--- src/rtl/uart_pkg.sv ---
// uart_pkg: shared definitions for the case converter datapath.
//   - case-transform mode encoding
//   - ASCII letter bounds and the upper/lower case offset
//   - sequencer state encoding
package uart_pkg;

  // Case-transform mode encoding (i_mode)
  localparam logic [1:0] MODE_PASS   = 2'b00;
  localparam logic [1:0] MODE_UPPER  = 2'b01;
  localparam logic [1:0] MODE_LOWER  = 2'b10;
  localparam logic [1:0] MODE_TOGGLE = 2'b11;

  // ASCII letter ranges and the distance between the two cases
  localparam logic [7:0] ASCII_UPPER_LO = 8'h41; // 'A'
  localparam logic [7:0] ASCII_UPPER_HI = 8'h5A; // 'Z'
  localparam logic [7:0] ASCII_LOWER_LO = 8'h61; // 'a'
  localparam logic [7:0] ASCII_LOWER_HI = 8'h7A; // 'z'
  localparam logic [7:0] ASCII_CASE_OFS = 8'h20;

  // Sequencer state encoding
  localparam logic [1:0] ST_IDLE_ENC = 2'd0;
  localparam logic [1:0] ST_POP_ENC  = 2'd1;
  localparam logic [1:0] ST_WAIT_ENC = 2'd2;
  localparam logic [1:0] ST_PUSH_ENC = 2'd3;

  typedef enum logic [1:0] {
    ST_IDLE = ST_IDLE_ENC,
    ST_POP  = ST_POP_ENC,
    ST_WAIT = ST_WAIT_ENC,
    ST_PUSH = ST_PUSH_ENC
  } state_t;

endpackage

--- src/rtl/ascii_case_conv.sv ---
// ascii_case_conv: combinational ASCII case transform.
// Ports:
//   data    in  8  input byte
//   mode    in  2  transform select (pass / upper / lower / toggle)
//   result  out 8  transformed byte
//   changed out 1  result differs from data
// Bytes outside A-Z / a-z (including 0x80..0xFF) are never altered.
module ascii_case_conv
  import uart_pkg::*;
(
  input  logic [7:0] data,
  input  logic [1:0] mode,
  output logic [7:0] result,
  output logic       changed
);

  logic is_upper;
  logic is_lower;

  assign is_upper = (data >= ASCII_UPPER_LO) && (data <= ASCII_UPPER_HI);
  assign is_lower = (data >= ASCII_LOWER_LO) && (data <= ASCII_LOWER_HI);

  always_comb begin
    result = data;
    unique case (mode)
      MODE_UPPER: begin
        if (is_lower) result = data - ASCII_CASE_OFS;
      end
      MODE_LOWER: begin
        if (is_upper) result = data + ASCII_CASE_OFS;
      end
      MODE_TOGGLE: begin
        if (is_lower)      result = data - ASCII_CASE_OFS;
        else if (is_upper) result = data + ASCII_CASE_OFS;
      end
      default: result = data;
    endcase
  end

  assign changed = (result != data);

endmodule

--- src/rtl/case_conv_ctrl.sv ---
// case_conv_ctrl: sequencer moving bytes from the RX FIFO through the ASCII
// case transform into the TX FIFO, one byte in flight at a time.
// Ports:
//   i_clk, i_rst          clock, synchronous active-high reset
//   i_enable              allow new transfers (current byte always completes)
//   i_mode                transform select, sampled when a byte is popped
//   o_rx_rd_en            RX FIFO read strobe (one cycle per byte)
//   i_rx_rd_data/_valid   RX FIFO read data, valid one cycle after rd_en
//   i_rx_empty            RX FIFO empty
//   o_tx_wr_en/_wr_data   TX FIFO write strobe and data
//   i_tx_full             TX FIFO full (stalls the write)
//   i_tx_almostfull       TX FIFO almost full (blocks starting a new byte)
//   o_busy                not idle
//   o_char_count          bytes written to TX (saturating)
//   o_conv_count          written bytes altered by the transform (saturating)
//   o_err_nodata          sticky: read data missing after a read strobe
//
// Handshake: a read is a one-cycle o_rx_rd_en pulse in POP; the FIFO answers
// with i_rx_rd_valid in the following (WAIT) cycle or the byte is abandoned.
// A write happens in every PUSH cycle where i_tx_full is low; the data is held
// stable for the whole PUSH visit, so stalls never corrupt the byte.
module case_conv_ctrl
  import uart_pkg::*;
#(
  parameter int CNT_WIDTH = 16
) (
  input  logic                 i_clk,
  input  logic                 i_rst,
  input  logic                 i_enable,
  input  logic [1:0]           i_mode,
  output logic                 o_rx_rd_en,
  input  logic [7:0]           i_rx_rd_data,
  input  logic                 i_rx_rd_valid,
  input  logic                 i_rx_empty,
  output logic                 o_tx_wr_en,
  output logic [7:0]           o_tx_wr_data,
  input  logic                 i_tx_full,
  input  logic                 i_tx_almostfull,
  output logic                 o_busy,
  output logic [CNT_WIDTH-1:0] o_char_count,
  output logic [CNT_WIDTH-1:0] o_conv_count,
  output logic                 o_err_nodata
);

  localparam logic [CNT_WIDTH-1:0] CNT_MAX = {CNT_WIDTH{1'b1}};

  state_t               state;
  state_t               state_next;
  logic [1:0]           mode_q;
  logic [7:0]           hold;
  logic                 changed_q;
  logic [CNT_WIDTH-1:0] char_count;
  logic [CNT_WIDTH-1:0] conv_count;
  logic                 err_nodata;

  logic [7:0]           conv_result;
  logic                 conv_changed;
  logic                 start_ok;
  logic                 write_now;

  ascii_case_conv u_conv (
    .data    (i_rx_rd_data),
    .mode    (mode_q),
    .result  (conv_result),
    .changed (conv_changed)
  );

  // Almost-full is only consulted here, before a new byte is committed.
  assign start_ok  = i_enable && !i_rx_empty && !i_tx_almostfull;
  assign write_now = (state == ST_PUSH) && !i_tx_full;

  always_ff @(posedge i_clk) begin
    if (i_rst) begin
      state      <= ST_IDLE;
      mode_q     <= MODE_PASS;
      hold       <= 8'h00;
      changed_q  <= 1'b0;
      char_count <= '0;
      conv_count <= '0;
      err_nodata <= 1'b0;
    end else begin
      state <= state_next;
      if (state == ST_POP) mode_q <= i_mode;
      if (state == ST_WAIT) begin
        if (i_rx_rd_valid) begin
          hold      <= conv_result;
          changed_q <= conv_changed;
        end else begin
          err_nodata <= 1'b1;
        end
      end
      if (write_now) begin
        if (char_count != CNT_MAX) char_count <= char_count + 1'b1;
        if (changed_q && (conv_count != CNT_MAX)) conv_count <= conv_count + 1'b1;
      end
    end
  end

  always_comb begin
    state_next   = state;
    o_rx_rd_en   = 1'b0;
    o_tx_wr_en   = 1'b0;
    o_tx_wr_data = 8'h00;
    unique case (state)
      ST_IDLE: begin
        if (start_ok) state_next = ST_POP;
      end
      ST_POP: begin
        o_rx_rd_en = 1'b1;
        state_next = ST_WAIT;
      end
      ST_WAIT: begin
        state_next = i_rx_rd_valid ? ST_PUSH : ST_IDLE;
      end
      ST_PUSH: begin
        o_tx_wr_data = hold;
        o_tx_wr_en   = !i_tx_full;
        if (!i_tx_full) state_next = start_ok ? ST_POP : ST_IDLE;
      end
      default: state_next = ST_IDLE;
    endcase
  end

  assign o_busy       = (state != ST_IDLE);
  assign o_char_count = char_count;
  assign o_conv_count = conv_count;
  assign o_err_nodata = err_nodata;

endmodule

--- config.mk ---
export PLATFORM = sky130hd
export DESIGN_NAME = case_conv_ctrl
export DESIGN_NICKNAME = d
export VERILOG_FILES = /design/src/rtl/uart_pkg.sv /design/src/rtl/ascii_case_conv.sv /design/src/rtl/case_conv_ctrl.sv
export SDC_FILE = /design/constraint.sdc
export NUM_CORES = 1
export LEC_CHECK = 0
export ABC_CLOCK_PERIOD_IN_PS = 4290
export CAP_MARGIN = 5
export CORE_ASPECT_RATIO = 0.75
export CORE_MARGIN = 2
export CORE_UTILIZATION = 25
export CTS_BUF_LIST = sky130_fd_sc_hd__clkbuf_4
export DETAILED_ROUTE_END_ITERATION = 10
export PLACE_DENSITY = 0.51
export SLEW_MARGIN = 20
export SYNTH_ARGS = -nofsm -noshare
export SYNTH_HDL_FRONTEND = slang
export SYNTH_HIERARCHICAL = 1
export SYNTH_SLANG_ARGS = --single-unit
--- constraint.sdc ---
create_clock -name i_clk -period 4.29 [get_ports i_clk]
set_clock_uncertainty 0.1 [all_clocks]
set_input_delay 0.6435 -clock i_clk [delete_from_list [all_inputs] [get_ports i_clk]]
set_output_delay 0.6435 -clock i_clk [all_outputs]
set_load 0.03 [all_outputs]
==> metrics.md <==
| Metric | Value |
|---|---|
| Status | complete, no violations |
| Synth cell types | 40 |
| CP most frequent cell | clkdlybuf4s50_1 |
| Worst-case reg-to-reg path depth | 4 |
| Post-synth EDFFs | 0 |
| Die area | 10400 µm² |
| Post-synth top cells | dfxtp_1 (46), a21oi_1 (29), nor2_1 (27) |
| Dpl hpwl | 4780 µm |
| CTS Root Cell | clkbuf_4 |
| Worst Min Path Start | o_err_nodata$_SDFFE_PP0P_ |
| Synthesized net count | 310 |
| CTS buffer count | 5 |
| Layout Nets | 363 |
| Syn Std Cell Area | 2400 µm² |
| H-tree lvl count | 2 |
| Wirelength, routed | 6470 µm |
| Sequential share of the synthesized area | 38.4% |
| Die height | 88.9 µm |
| Clk slew on worst S/H paths | 140 ps |
| Buffers on Ports | 60 |
| Initial Util | 26.1% |
| GRT Total Usage | 12.8% |
| Startpoint Class | input pin |
| Critical path, cell by cell | clkdlybuf4s50_1 -> nand3b_4 -> inv_1 -> clkdlybuf4s50_1 |
| Cell taking the most area after synthesis | dfxtp_1 |
| Largest net degree at the start of global routing | 29 |
| Max rail drop VDD | 0.000101 V |
| Largest cells by area after synthesis | dfxtp_1 (38%), a21oi_1 (6.0%), or4_1 (5.0%) |
| # clock sinks | between 40 and 50 |
| Clk_lat worst skew | 360 ps |
| Diode count | 0 |
| Vias in the first global route | around 2200 |
| CTS tree | built |
| Power per cell area | 221 nW/µm² |
| Synth Area per Inst | 8.30 µm² |
| Data required, critical path | 3550 ps |
| WHS Path Cells | 2 |
| Synth Register Bits | 46 |
| Period utilisation layout | 69.3% |
| Crit path time final | 2970 ps |
| PostCTS Resize Cnt | 0 |
| P_leak | approximately 1.1 nW |
| Slew @ Worst Pin | 1070 ps |
| Cells after Synth | between 200 and 300 |
| Most numerous cell in the Yosys netlist | dfxtp_1 |
| Top_reg_cell synth | dfxtp_1 |
| CP endpoint kind | output port |
| GPL Wtd Cong | 0.777 |
| Setup TNS | 0 ps |
| Share of cells above drive strength 1 | 5.54% |
| Post-DRT Antenna Nets | 0 |
| Area Overhead vs Synth | 31.4% |
| WHS Endpoint | o_err_nodata$_SDFFE_PP0P_ |
| First-pass GRT wire length | 10600 µm |
| Die Width | 117 µm |
| Core Box Area | 9200 µm² |
| Slew Limit Fails | 0 |
| # DRC | 0 |
| Crit Reg-Reg Startpoint | state[1]$_SDFFE_PP0P_ |
| WP data arrival | 2230 ps |
| Synth top area share | 38.4% |
| Postcts setup bufs | 0 |
| Row cnt | 30 |
| Max clock buf depth | 2 |
| Synth Warn # | 6 |
| Maxcap violations | 0 |
| GRT Residual Overflow | 0 |
| Crit path kind | input pin to output port |
| Cts hold-fix bufs | 0 |
| Slew HR | 28.6% |
| Total number of vias | around 2400 |
| Num ports | 61 |
| Initial antenna violation count | 0 |
| Setup slack, reg-to-reg | 1840 ps |
| Pre-Repair DR Iteration Count | 4 |
| Critical path fanouts, max | 8 |
| Min-delay worst type | flop to flop |
| Reg2reg end | o_char_count[11]$_SDFFE_PP0P_ |
| Fmax | 0.337 GHz |
| Wire per inst | between 10 and 15 µm |
| Ys async rst share | 0% |
| Max incr delay on CP | 700 ps |
| Total power | 0.698 mW |
| CP max stage cell | clkdlybuf4s50_1 |
| Final setup fails | 0 |
| Final count of hold timing violations | 0 |
| Initial DRC count | 136 |
| RSZ-0062 raised after global routing | false |
| Via/cell ratio | 4.99 |
layer usage:
metal | vias to the layer above | wire, µm | track usage [%]
met5 | - | 0 | 0
met4 | 0 | 85 | 4.39
met3 | 10 | 493 | 3.63
met2 | 72 | 2580 | 18.3
met1 | 1072 | 3310 | 18.5
li1 | 1196 | - | -
cells in the final DEF (no fill, tap or decap), drive strengths merged, types with 2 or more instances in the layout:
cell	netlist	layout
nor2	27	27
nor3	9	9
nor4	6	6
a21oi	29	29
mux2i	11	11
nand3	14	14
clkdlybuf4s50	0	60
ha	4	4
nand2	14	14
nor4b	2	2
clkbuf	8	5
nand3b	3	3
clkinv	0	2
o21ai	13	13
nand4	8	8
and4b	2	2
and3	10	10
or2	4	4
buf	9	3
dfxtp	46	46
nand2b	2	2
inv	6	6
mux2	4	4
or3	10	10
or4	16	16
nor2b	4	4
nor3b	2	2
o31ai	13	13
and4	4	4
cells by family after synthesis:
group / after synthesis / share of synthesized area [%]
AOI/OAI and AO/OA: 60 / 14.5
xor gates and xnor gates: 1 / 0.365
adders and majority gates: 4 / 2.09
buffers and inverters: 23 / 4.43
DFF: 46 / 38.4
muxes: 15 / 6.47
and+or+nand+nor: 140 / 33.8
power breakdown:
part	switching, mW	internal [mW]	total (mW)
Combinational	0.0259	0.0253	0.0512
Clock	0.152	0.0614	0.213
Sequential	0.00403	0.430	0.434
Total	0.182	0.517	0.698
metrics by stage:
step | setup slack (ps) | util [%] | cell area (µm²) | instances | hold slack [ps]
final | 1320 | 34.3 | 3150 | 471 | 397
after global routing | 1140 | 34.3 | 3150 | 471 | 432
after CTS | 1270 | 34.3 | 3150 | 471 | 402
after detailed placement | 1300 | 33.7 | 3100 | 463 | 366
after global placement | 1340 | 33.7 | 3100 | 463 | 358
after floorplan | 2040 | - | 2400 | 289 | 355
worst max path at each step:
stage                          start                       endpoint  slack, ps
6_report                   i_tx_full                     o_tx_wr_en       1320
5_1_grt        state[0]$_SDFFE_PP0P_                     o_rx_rd_en       1140
4_1_cts        state[0]$_SDFFE_PP0P_                     o_rx_rd_en       1270
3_5_place_dp               i_tx_full  o_char_count[11]$_SDFFE_PP0P_       1300
3_3_place_gp               i_tx_full                     o_tx_wr_en       1340
2_1_floorplan              i_tx_full  o_char_count[11]$_SDFFE_PP0P_       2040
area by class of cell:
| class | instances | area [µm²] |
|---|---|---|
| Tap cell | 128 | 160 |
| Clock inverter | 3 | 16.3 |
| Inverter | 6 | 22.5 |
| Sequential cell | 46 | 921 |
| Fill cell | 959 | 6040 |
| Clock buffer | 5 | 37.5 |
| Timing Repair Buffer | 63 | 623 |
| Multi-Input combinational cell | 220 | 1370 |
state kept, by name, summed over array words and instances, names as in the netlist:
| name | count |
|---|---|
| changed_q | 1 |
| hold | 8 |
| mode_q | 2 |
| o_char_count | 16 |
| o_conv_count | 16 |
| o_err_nodata | 1 |
| state | 2 |
worst max-delay path: cells and delay by family:
family / cells / cell delay [ps]
buffers and inverters: 3 / 1360
and+or+nand+nor: 1 / 230
No activity file was read; power rests on OpenSTA's default activity.
